===== src/rtl/pipe_skid_stage.sv =====
// Valid/ready pipeline stage register with a 2-entry skid buffer, synchronous
// flush, bubble control-word substitution and saturating stall/bubble counters.
//
//   state   | meaning
//   S_EMPTY | no entry held, outputs show the bubble word
//   S_ONE   | main register holds the head entry
//   S_FULL  | main holds the head, skid holds the next entry, in_ready low
module pipe_skid_stage #(
    parameter int           DATA_W     = 64,
    parameter int           SIG_W      = 32,
    parameter logic [SIG_W-1:0] BUBBLE_SIG = 32'h80000000,
    parameter int           CNT_W      = 16
) (
    input  logic              clk,
    input  logic              rst_n,
    input  logic              in_valid,
    output logic              in_ready,
    input  logic [DATA_W-1:0] in_data,
    input  logic [SIG_W-1:0]  in_signal,
    input  logic              flush,
    output logic              out_valid,
    input  logic              out_ready,
    output logic [DATA_W-1:0] out_data,
    output logic [SIG_W-1:0]  out_signal,
    output logic [CNT_W-1:0]  stall_cnt,
    output logic [CNT_W-1:0]  bubble_cnt
);

    typedef enum logic [1:0] {
        S_EMPTY = 2'd0,
        S_ONE   = 2'd1,
        S_FULL  = 2'd2
    } state_t;

    state_t            state;
    logic [DATA_W-1:0] main_data;
    logic [SIG_W-1:0]  main_sig;
    logic [DATA_W-1:0] skid_data;
    logic [SIG_W-1:0]  skid_sig;

    logic accept;
    logic pop;

    assign accept = in_valid & in_ready;
    assign pop    = out_valid & out_ready;

    always_ff @(posedge clk or negedge rst_n) begin
        if (!rst_n) begin
            state     <= S_EMPTY;
            out_valid <= 1'b0;
            in_ready  <= 1'b1;
            main_data <= '0;
            main_sig  <= '0;
            skid_data <= '0;
            skid_sig  <= '0;
        end else if (flush) begin
            // An entry accepted in the flush cycle is dropped along with the rest.
            state     <= S_EMPTY;
            out_valid <= 1'b0;
            in_ready  <= 1'b1;
        end else begin
            case (state)
                S_EMPTY: begin
                    if (accept) begin
                        main_data <= in_data;
                        main_sig  <= in_signal;
                        state     <= S_ONE;
                        out_valid <= 1'b1;
                    end
                end
                S_ONE: begin
                    if (accept && pop) begin
                        main_data <= in_data;
                        main_sig  <= in_signal;
                    end else if (accept) begin
                        skid_data <= in_data;
                        skid_sig  <= in_signal;
                        state     <= S_FULL;
                        in_ready  <= 1'b0;
                    end else if (pop) begin
                        state     <= S_EMPTY;
                        out_valid <= 1'b0;
                    end
                end
                S_FULL: begin
                    if (pop) begin
                        main_data <= skid_data;
                        main_sig  <= skid_sig;
                        state     <= S_ONE;
                        in_ready  <= 1'b1;
                    end
                end
                default: begin
                    state     <= S_EMPTY;
                    out_valid <= 1'b0;
                    in_ready  <= 1'b1;
                end
            endcase
        end
    end

    assign out_data   = main_data;
    assign out_signal = out_valid ? main_sig : BUBBLE_SIG;

    always_ff @(posedge clk or negedge rst_n) begin
        if (!rst_n) begin
            stall_cnt  <= '0;
            bubble_cnt <= '0;
        end else begin
            if (out_valid && !out_ready && (stall_cnt != {CNT_W{1'b1}}))
                stall_cnt <= stall_cnt + 1'b1;
            if (!out_valid && (bubble_cnt != {CNT_W{1'b1}}))
                bubble_cnt <= bubble_cnt + 1'b1;
        end
    end

endmodule

===== config.mk =====
export PLATFORM = sky130hd
export DESIGN_NAME = pipe_skid_stage
export DESIGN_NICKNAME = d
export VERILOG_FILES = /design/src/rtl/pipe_skid_stage.sv
export SDC_FILE = /design/constraint.sdc
export NUM_CORES = 1
export LEC_CHECK = 0
export CAP_MARGIN = 40
export CORE_MARGIN = 4
export CORE_UTILIZATION = 45
export CTS_CLUSTER_SIZE = 20
export DETAILED_ROUTE_END_ITERATION = 10
export HOLD_SLACK_MARGIN = 0.03
export PLACE_DENSITY_LB_ADDON = 0.05
export SETUP_SLACK_MARGIN = 0.4
export SLEW_MARGIN = 30
export SYNTH_ARGS = -nofsm -noshare
export SYNTH_HDL_FRONTEND = slang
export SYNTH_SLANG_ARGS = --single-unit

===== constraint.sdc =====
create_clock -name clk -period 2.8 [get_ports clk]
set_input_delay 0.42 -clock clk [delete_from_list [all_inputs] [get_ports clk]]
set_output_delay 0.42 -clock clk [all_outputs]
set_load 0.02 [all_outputs]

==> results of run 1 <==
==> cell families after synthesis <==
logic type      share of synthesized area (%)
compound gates                           1.78
simple gates                             6.46
fa+ha+maj                               0.239
mux                                      32.8
xor+xnor                                 1.76
buf+inv                                  2.39
flops                                    54.6
==> through the flow <==
step | hold slack (ns) | utilization (%) | cells
global placement | 0.357 | 57.7 | 1245
detailed placement | 0.361 | 57.7 | 1245
global route | 0.443 | 61.8 | 1294
finish | 0.407 | 61.8 | 1294
floorplan | 0.124 | - | 726
CTS | 0.408 | 61.8 | 1294
==> routing by layer <==
layer,vias up,GRT usage [%],share of wire (%)
li1,3090,-,-
met1,3388,23.2,42
met2,197,31.6,49
met3,33,5.18,7.3
met4,0,3.99,1.7
met5,-,0,0
==> worst paths after layout <==
| path | start | to | cells past startpoint |
|---|---|---|---|
| worst max-delay path | out_valid$_DFFE_PN0P_ | out_signal[29] | 3 |
| worst min-delay path | rst_n | stall_cnt[4]$_DFFE_PN0P_ | 2 |
| worst max register to register | in_ready$_DFFE_PN1P_ | out_data[16]$_DFFE_PN0P_ | 5 |
| worst min register to register | skid_data[22]$_DFFE_PN0P_ | skid_data[22]$_DFFE_PN0P_ | 1 |
| max in group asynchronous | rst_n | out_data[23]$_DFFE_PN0P_ | 3 |
| min in group clk | skid_data[22]$_DFFE_PN0P_ | skid_data[22]$_DFFE_PN0P_ | 1 |
==> power by group <==
part,leakage (nW),switching (W),internal (W)
clock network,0.447,0.00132,0.00227
logic,2.77,0.00195,0.00271
registers,2.76,0.000849,0.00475
total,5.98,0.00412,0.00973
==> what timing repair did <==
action,CTS,global route
gates resized for setup,5,0
setup buffers,1,0
hold endpoints to repair,53,0
hold buffers,1,0
endpoints found under the setup margin,28,0
==> state kept, by name, indices dropped and copies added, names as in the netlist <==
name and flops:
main_sig 32, state 2, skid_data 64, out_valid 1
in_ready 1, bubble_cnt 16, skid_sig 32, out_data 64
stall_cnt 16
==> worst register-to-register path, stage by stage, from the launching register on <==
cell	delay (ns)
dfstp_2	0.59
and3b_1	0.37
nand2_1	0.15
a21oi_4	0.36
buf_12	0.27
mux2_2	0.37
==> area by class of cell <==
cell class / count / area [µm²] / area share [%]
clock buffers: 37 / 733 / 5.21
clock inverters: 10 / 175 / 1.25
inverters: 4 / 15.0 / 0.107
multi-input cells: 457 / 4520 / 32.1
flip-flops and latches: 228 / 5710 / 40.6
well taps: 313 / 392 / 2.78
repair buffers: 245 / 2530 / 18.0
==> synthesized netlist by cell type (all sizes together) (7+ instances only) <==
| cell type | n | area (µm²) |
|---|---|---|
| dfrtp | 227 | 5680 |
| nor3 | 9 | 50.1 |
| and2 | 33 | 206 |
| nand4 | 9 | 62.6 |
| a21oi | 16 | 83.8 |
| xor2 | 19 | 166 |
| nand3 | 14 | 75.1 |
| nor2 | 13 | 51.3 |
| nand2 | 9 | 33.8 |
| and3 | 7 | 43.8 |
| mux2 | 291 | 3430 |
| buf | 32 | 216 |
==> reports/metrics.cfg, run 1 <==
[grt]
track_usage_pct=18.4
grt_max_degree=104
grt_pass1_vias=7374
antenna_found_initial=0
grt_pass1_wl_um=39100
grt-ovfl-total=0

[timing]
worst_slack_ns=0.482
max_slew_margin_pct=58.8
setup_viol=0
hold_violations=0
fmax_mhz=431
setup_tns_ns=0
finalCriticalPeriod_ns=2.32
final_max_slew_viol_count=0
rsz0062_at_grt=false
fin_crit_sh_pct=82.8
fin_skew_ns=0.00861
worst_slew_pin_slew_ns=0.612

[placed_design]
dp_slack_ns=0.203
port_buffers=230
placed_area_mm2=0.0131
hpwl_um=16000
place.gp.congestion=0.778

[clocking]
cts_root_buffer=clkbuf_16
cts_sinks=228
cts_max_level=1
clk_path_buf_depth=3
clk_pin_slew_ns=0.06
cts_tree=yes
numCtsBuffers=26
clkLatencyLatePin_ns=0.52

[worst_setup_path]
cp_data_arrival_time_ns=1.90
crit_slowest_cell=clkdlybuf4s50_1
startpoint_type=flip-flop
cp-end-kind=output port
worstSetupPathType=reg -> out
cp_top_family=buffers and inverters
cp_slowest_stage_delay_ns=0.64
crit_buf_inv=2
path_cells=buf_8 -> and2_1 -> clkdlybuf4s50_1
reg2reg_slack_ns=0.56
cp_data_required_time_ns=2.38
cp_max_fo=30

[finish]
final_nets=1065
nFillCells=1752
num_antenna_cells=0
synthToLayoutAreaGrowth_pct=34.6
most-common-layout-cells=250 x mux2_2, 227 x clkdlybuf4s50_1, 226 x dfrtp_1
postLayoutCellArea_mm2=0.0141
drive_gt1_share_pct=35.9
mostFrequentLayoutCell=mux2_2

[pwr]
power.density_mw_per_mm2=984
ir_worst_vdd_uv=577
power_w=0.0138
p_leak_nw=5.98

[route]
vias=6708
routedWlPerCell_um=18.5
via_per_inst=5.18
wl_um=23900
drtIter0Drc=242
drc=0
firstDrtPassIters=4
drtAntennaViolNets=0

[yosys]
syn_nets=829
async_flop_share_pct=100
syn-cell-area_mm2=0.0105
ys.warnings.count=0
synth_edf_count=0
syn_inst=726
syn_area_per_cell_um2=14.4
synth_cell_types=47
ys_seq_area_share_pct=54.6
ys_ff_latch=228
synthFlopType=dfrtp_1

[floorplanning]
coreArea_mm2=0.0228
io_pins=231
row_count=55
fp.dieW_um=160
initial_core_util_pct=45.9
die_area_mm2=0.0257
die_y_um=160

[status]
outcome=finished, final reports clean

[flow_run]
cap_violations=0

[worst_hold_path]
hp-class=in -> async

Note: power is estimated with default switching activity, not from simulation.
==> run 2: changes to the inputs <==
==> constraint.sdc (replaced) <==
create_clock -name clk -period 2.2 [get_ports clk]
set_input_delay 0.33 -clock clk [delete_from_list [all_inputs] [get_ports clk]]
set_output_delay 0.33 -clock clk [all_outputs]
set_load 0.02 [all_outputs]
==> reports/metrics.cfg, run 2 (same netlist as run 1, synthesis figures left out) <==
[clocking]
cts_sinks=228
clk_pin_slew_ns=0.06
clk_path_buf_depth=3
cts_max_level=1
numCtsBuffers=26
cts_root_buffer=clkbuf_16
cts_tree=yes
clkLatencyLatePin_ns=0.51

[pwr]
ir_worst_vdd_uv=686
p_leak_nw=7.02
power_w=0.0177
power.density_mw_per_mm2=1160

[floorplanning]
fp.dieW_um=160
die_area_mm2=0.0257
initial_core_util_pct=45.9
io_pins=231
coreArea_mm2=0.0228
die_y_um=160
row_count=55

[timing]
hold_violations=0
setup_viol=0
fin_skew_ns=0.00958
rsz0062_at_grt=true
worst_slew_pin_slew_ns=0.585
max_slew_margin_pct=60.7
worst_slack_ns=0.271
finalCriticalPeriod_ns=1.93
hold_ws_ns=0.326
final_max_slew_viol_count=0
fmax_mhz=518
fin_crit_sh_pct=87.7

[placed_design]
dp_cells=1258
hpwl_um=16600
placed_area_mm2=0.0133
place.gp.congestion=0.805
dp_slack_ns=-0.111
port_buffers=230

[finish]
postLayoutCellArea_mm2=0.0153
final_cells=1357
most-common-layout-cells=226 x dfrtp_1, 189 x mux2_2, 101 x mux2_4
synthToLayoutAreaGrowth_pct=46.4
drive_gt1_share_pct=45.2
mostFrequentLayoutCell=dfrtp_1
final_nets=1128

[worst_setup_path]
startpoint_type=flip-flop
worstSetupPathType=reg -> reg
cp_data_arrival_time_ns=2.33
crit_path_frequent_cell=buf_12
crit_buf_inv=5
cp_data_required_time_ns=2.60
crit_slowest_cell=dfrtp_2
cp_slowest_stage_delay_ns=0.46
cp_top_family=buffers and inverters
cp_max_fo=6
path_cells=buf_6 -> and2_4 -> buf_6 -> nor2_4 -> nand3_4 -> buf_12 -> buf_12 -> buf_12 -> mux2_4
cp-end-kind=flip-flop

[grt]
grt_pass1_wl_um=43000
track_usage_pct=20.6
antenna_found_initial=4
grt_pass1_vias=7719
grt-ovfl-total=0
grt_max_degree=72

[route]
via_per_inst=5.22
routedWlPerCell_um=20.9
drtAntennaViolNets=0
wl_um=28400
drc=0
drtIter0Drc=254
vias=7085
firstDrtPassIters=4

[flow_run]
cap_violations=0

[status]
outcome=finished, final reports clean

[worst_hold_path]
hp-class=in -> async

-- run 2: changes by cell type in the layout (fill, tap and decap cells not counted), moves of 18 or more --
cell and delta:
clkdlybuf4s50_1 -128, dlygate4sd2_1 +94, mux2_2 -61, mux2_4 +61
buf_2 +19, buf_6 +18
-- run 2: where the power goes --
| group | internal (W) | switching [W] | leakage, nW | total, W |
|---|---|---|---|---|
| combinational | 0.00365 | 0.00275 | 3.86 | 0.00640 |
| sequential | 0.00604 | 0.00113 | 2.76 | 0.00717 |
| clock | 0.00245 | 0.00167 | 0.402 | 0.00412 |
| total | 0.0121 | 0.00555 | 7.02 | 0.0177 |
-- run 2: final cells by class --
cell class                 instances  area, µm²
multi-input combinational        457       4850
sequential                       228       5710
inverter                           4       15.0
antenna                            1       2.50
timing repair buffer             308       3520
tap                              313        392
clock buffer                      42        792
clock inverter                     4       23.8
fill                            1615       7470
-- run 2: repair_timing --
item                                    CTS  global route
endpoints found under the setup margin  281           235
hold buffers                              1             0
pin swaps                                 6             6
setup buffers                            17             8
cloned                                   16            10
resized for setup                       289            95
endpoints found under the hold margin    51             0
-- run 2: worst paths after layout --
check	from	endpoint	slack, ns	cells past startpoint
max in group asynchronous	rst_n	in_ready$_DFFE_PN1P_	1.15	3
worst max register to register	out_valid$_DFFE_PN0P_	skid_data[49]$_DFFE_PN0P_	0.27	9
min in group clk	in_data[28]	skid_data[28]$_DFFE_PN0P_	0.45	2
worst min-delay path	rst_n	skid_sig[20]$_DFFE_PN0P_	0.33	2
worst min register to register	stall_cnt[11]$_DFFE_PN0P_	stall_cnt[11]$_DFFE_PN0P_	0.50	1
worst max-delay path	out_valid$_DFFE_PN0P_	skid_data[49]$_DFFE_PN0P_	0.27	9
-- run 2: routing by layer --
metal | share of wire (%) | wire length [µm] | GRT usage (%)
met1 | 42 | 11900 | 26.5
met2 | 51 | 14300 | 35.4
met3 | 6.1 | 1720 | 5.06
met4 | 1.4 | 401 | 4.61
met5 | 0.074 | 21 | 0
-- run 2: per-stage QoR --
stage / TNS, ns / util (%)
2_1_floorplan: 0 / -
5_1_grt: 0 / 67.2
3_5_place_dp: -7.30 / 58.4
6_report: 0 / 67.2
4_1_cts: 0 / 65.1
3_3_place_gp: -3.06 / 58.4
==> run 3: changes to the inputs <==
--- a/config.mk
+++ b/config.mk
@@ -7,11 +7,10 @@
 export LEC_CHECK = 0
 export CAP_MARGIN = 40
 export CORE_MARGIN = 4
-export CORE_UTILIZATION = 45
+export CORE_UTILIZATION = 30
 export CTS_CLUSTER_SIZE = 20
 export DETAILED_ROUTE_END_ITERATION = 10
 export HOLD_SLACK_MARGIN = 0.03
-export PLACE_DENSITY_LB_ADDON = 0.05
 export SETUP_SLACK_MARGIN = 0.4
 export SLEW_MARGIN = 30
 export SYNTH_ARGS = -nofsm -noshare
==> reports/metrics.cfg, run 3 (same netlist as run 1, synthesis figures left out) <==
[worst_setup_path]
path_cells=buf_6 -> and3_4 -> o21bai_4 -> a21oi_4 -> buf_6 -> buf_12 -> buf_12 -> clkbuf_16 -> mux2_4
cp_data_required_time_ns=2.63
cp-end-kind=flip-flop
cp_data_arrival_time_ns=2.41
reg2reg_slack_ns=0.23
crit_slowest_cell=dfrtp_2
startpoint_type=flip-flop
cp_max_fo=5
crit_buf_inv=5
cp_slowest_stage_delay_ns=0.46
worstSetupPathType=reg -> reg
cp_top_family=buffers and inverters

[timing]
setup_tns_ns=0
hold_violations=0
rsz0062_at_grt=true
fin_skew_ns=0.0126
finalCriticalPeriod_ns=1.97
setup_viol=0
max_slew_margin_pct=60.4
worst_slack_ns=0.225
hold_ws_ns=0.341
fin_crit_sh_pct=89.8
worst_slew_pin_slew_ns=0.595
fmax_mhz=506
final_max_slew_viol_count=0

[placed_design]
dp_cells=1408
dp_slack_ns=-0.0297
place.gp.congestion=0.728
port_buffers=230
placed_area_mm2=0.0135
hpwl_um=16900

[grt]
grt_pass1_wl_um=42700
grt_max_degree=71
antenna_found_initial=2
track_usage_pct=13.8
grt_pass1_vias=7364
grt-ovfl-total=0

[clocking]
cts_tree=yes
numCtsBuffers=27
cts_root_buffer=clkbuf_16
clkLatencyLatePin_ns=0.55
clk_pin_slew_ns=0.06
cts_max_level=1
cts_sinks=228
clk_path_buf_depth=3

[floorplanning]
row_count=68
fp.dieW_um=195
initial_core_util_pct=30.3
die_area_mm2=0.0379
io_pins=231
die_y_um=195
coreArea_mm2=0.0345

[finish]
nFillCells=3191
final_cells=1506
most-common-layout-cells=224 x dfrtp_1, 195 x mux2_2, 99 x clkdlybuf4s50_1
drive_gt1_share_pct=44.9
synthToLayoutAreaGrowth_pct=46.3
regArea_mm2=0.00571
num_antenna_cells=0
mostFrequentLayoutCell=dfrtp_1
multi_input_area_mm2=0.00479
final_nets=1136
postLayoutCellArea_mm2=0.0153

[worst_hold_path]
hp-class=in -> async

[route]
firstDrtPassIters=5
drc=0
drtIter0Drc=178
routedWlPerCell_um=18.6
vias=6907
via_per_inst=4.59
drtAntennaViolNets=0
wl_um=28000

[pwr]
ir_worst_vdd_uv=739
combPwrFrac_pct=35.3
p_clk_share_pct=24.7
p_leak_nw=6.95
p_switching_w=0.00548
power.density_mw_per_mm2=1150
seqPwrFrac_pct=40.0
swShare_pct=31.0
intPower_w=0.0122

[flow_run]
cap_violations=0

[status]
outcome=finished, final reports clean

==> run 3: per-layer routing <==
metal	GRT usage, %	wire length [µm]	up-vias
li1	-	-	3224
met1	18.3	12700	3474
met2	22.0	12800	172
met3	4.84	2030	33
met4	2.63	498	4
met5	0	29	-
==> run 3: what timing repair did <==
item	CTS	global route
hold endpoints to repair	60	0
resized for setup	277	74
buffers inserted	20	11
hold buffers	1	0
cloned	9	9
endpoints found under the setup margin	260	232
pin swaps	5	5
==> run 3: through the flow <==
stage | power [W] | utilization [%]
final | 0.0177 | 44.4
after global routing | 0.0187 | 44.4
after CTS | 0.0175 | 43.0
after detailed placement | 0.0132 | 39.3
after global placement | 0.0130 | 39.3
after floorplan | 0.0105 | -
==> run 3: path summary, 6_finish.rpt <==
check,from,to,cells past startpoint
worst max-delay path,out_valid$_DFFE_PN0P_,out_data[14]$_DFFE_PN0P_,9
worst min-delay path,rst_n,skid_data[27]$_DFFE_PN0P_,2
worst max register to register,out_valid$_DFFE_PN0P_,out_data[14]$_DFFE_PN0P_,9
worst min register to register,stall_cnt[11]$_DFFE_PN0P_,stall_cnt[11]$_DFFE_PN0P_,1
max in group asynchronous,rst_n,skid_data[20]$_DFFE_PN0P_,3
min in group clk,in_data[13],skid_data[13]$_DFFE_PN0P_,2
==> run 3: layout make-up <==
cell class | instances | share of cell area (%)
Clock buffer | 41 | 5.15
Clock inverter | 6 | 0.458
Inverter | 4 | 0.0981
Multi-Input combinational cell | 457 | 31.3
Sequential cell | 228 | 37.3
Tap cell | 455 | 3.72
Timing Repair Buffer | 315 | 21.9
==> run 3: power groups by stage <==
stage	registers (W)	clock network [W]	logic (W)
3_3_place_gp	0.00706	0	0.00598
5_1_grt	0.00729	0.00469	0.00667
2_1_floorplan	0.00768	0	0.00278
3_5_place_dp	0.00711	0	0.00608
6_report	0.00706	0.00436	0.00623
4_1_cts	0.00703	0.00452	0.00595
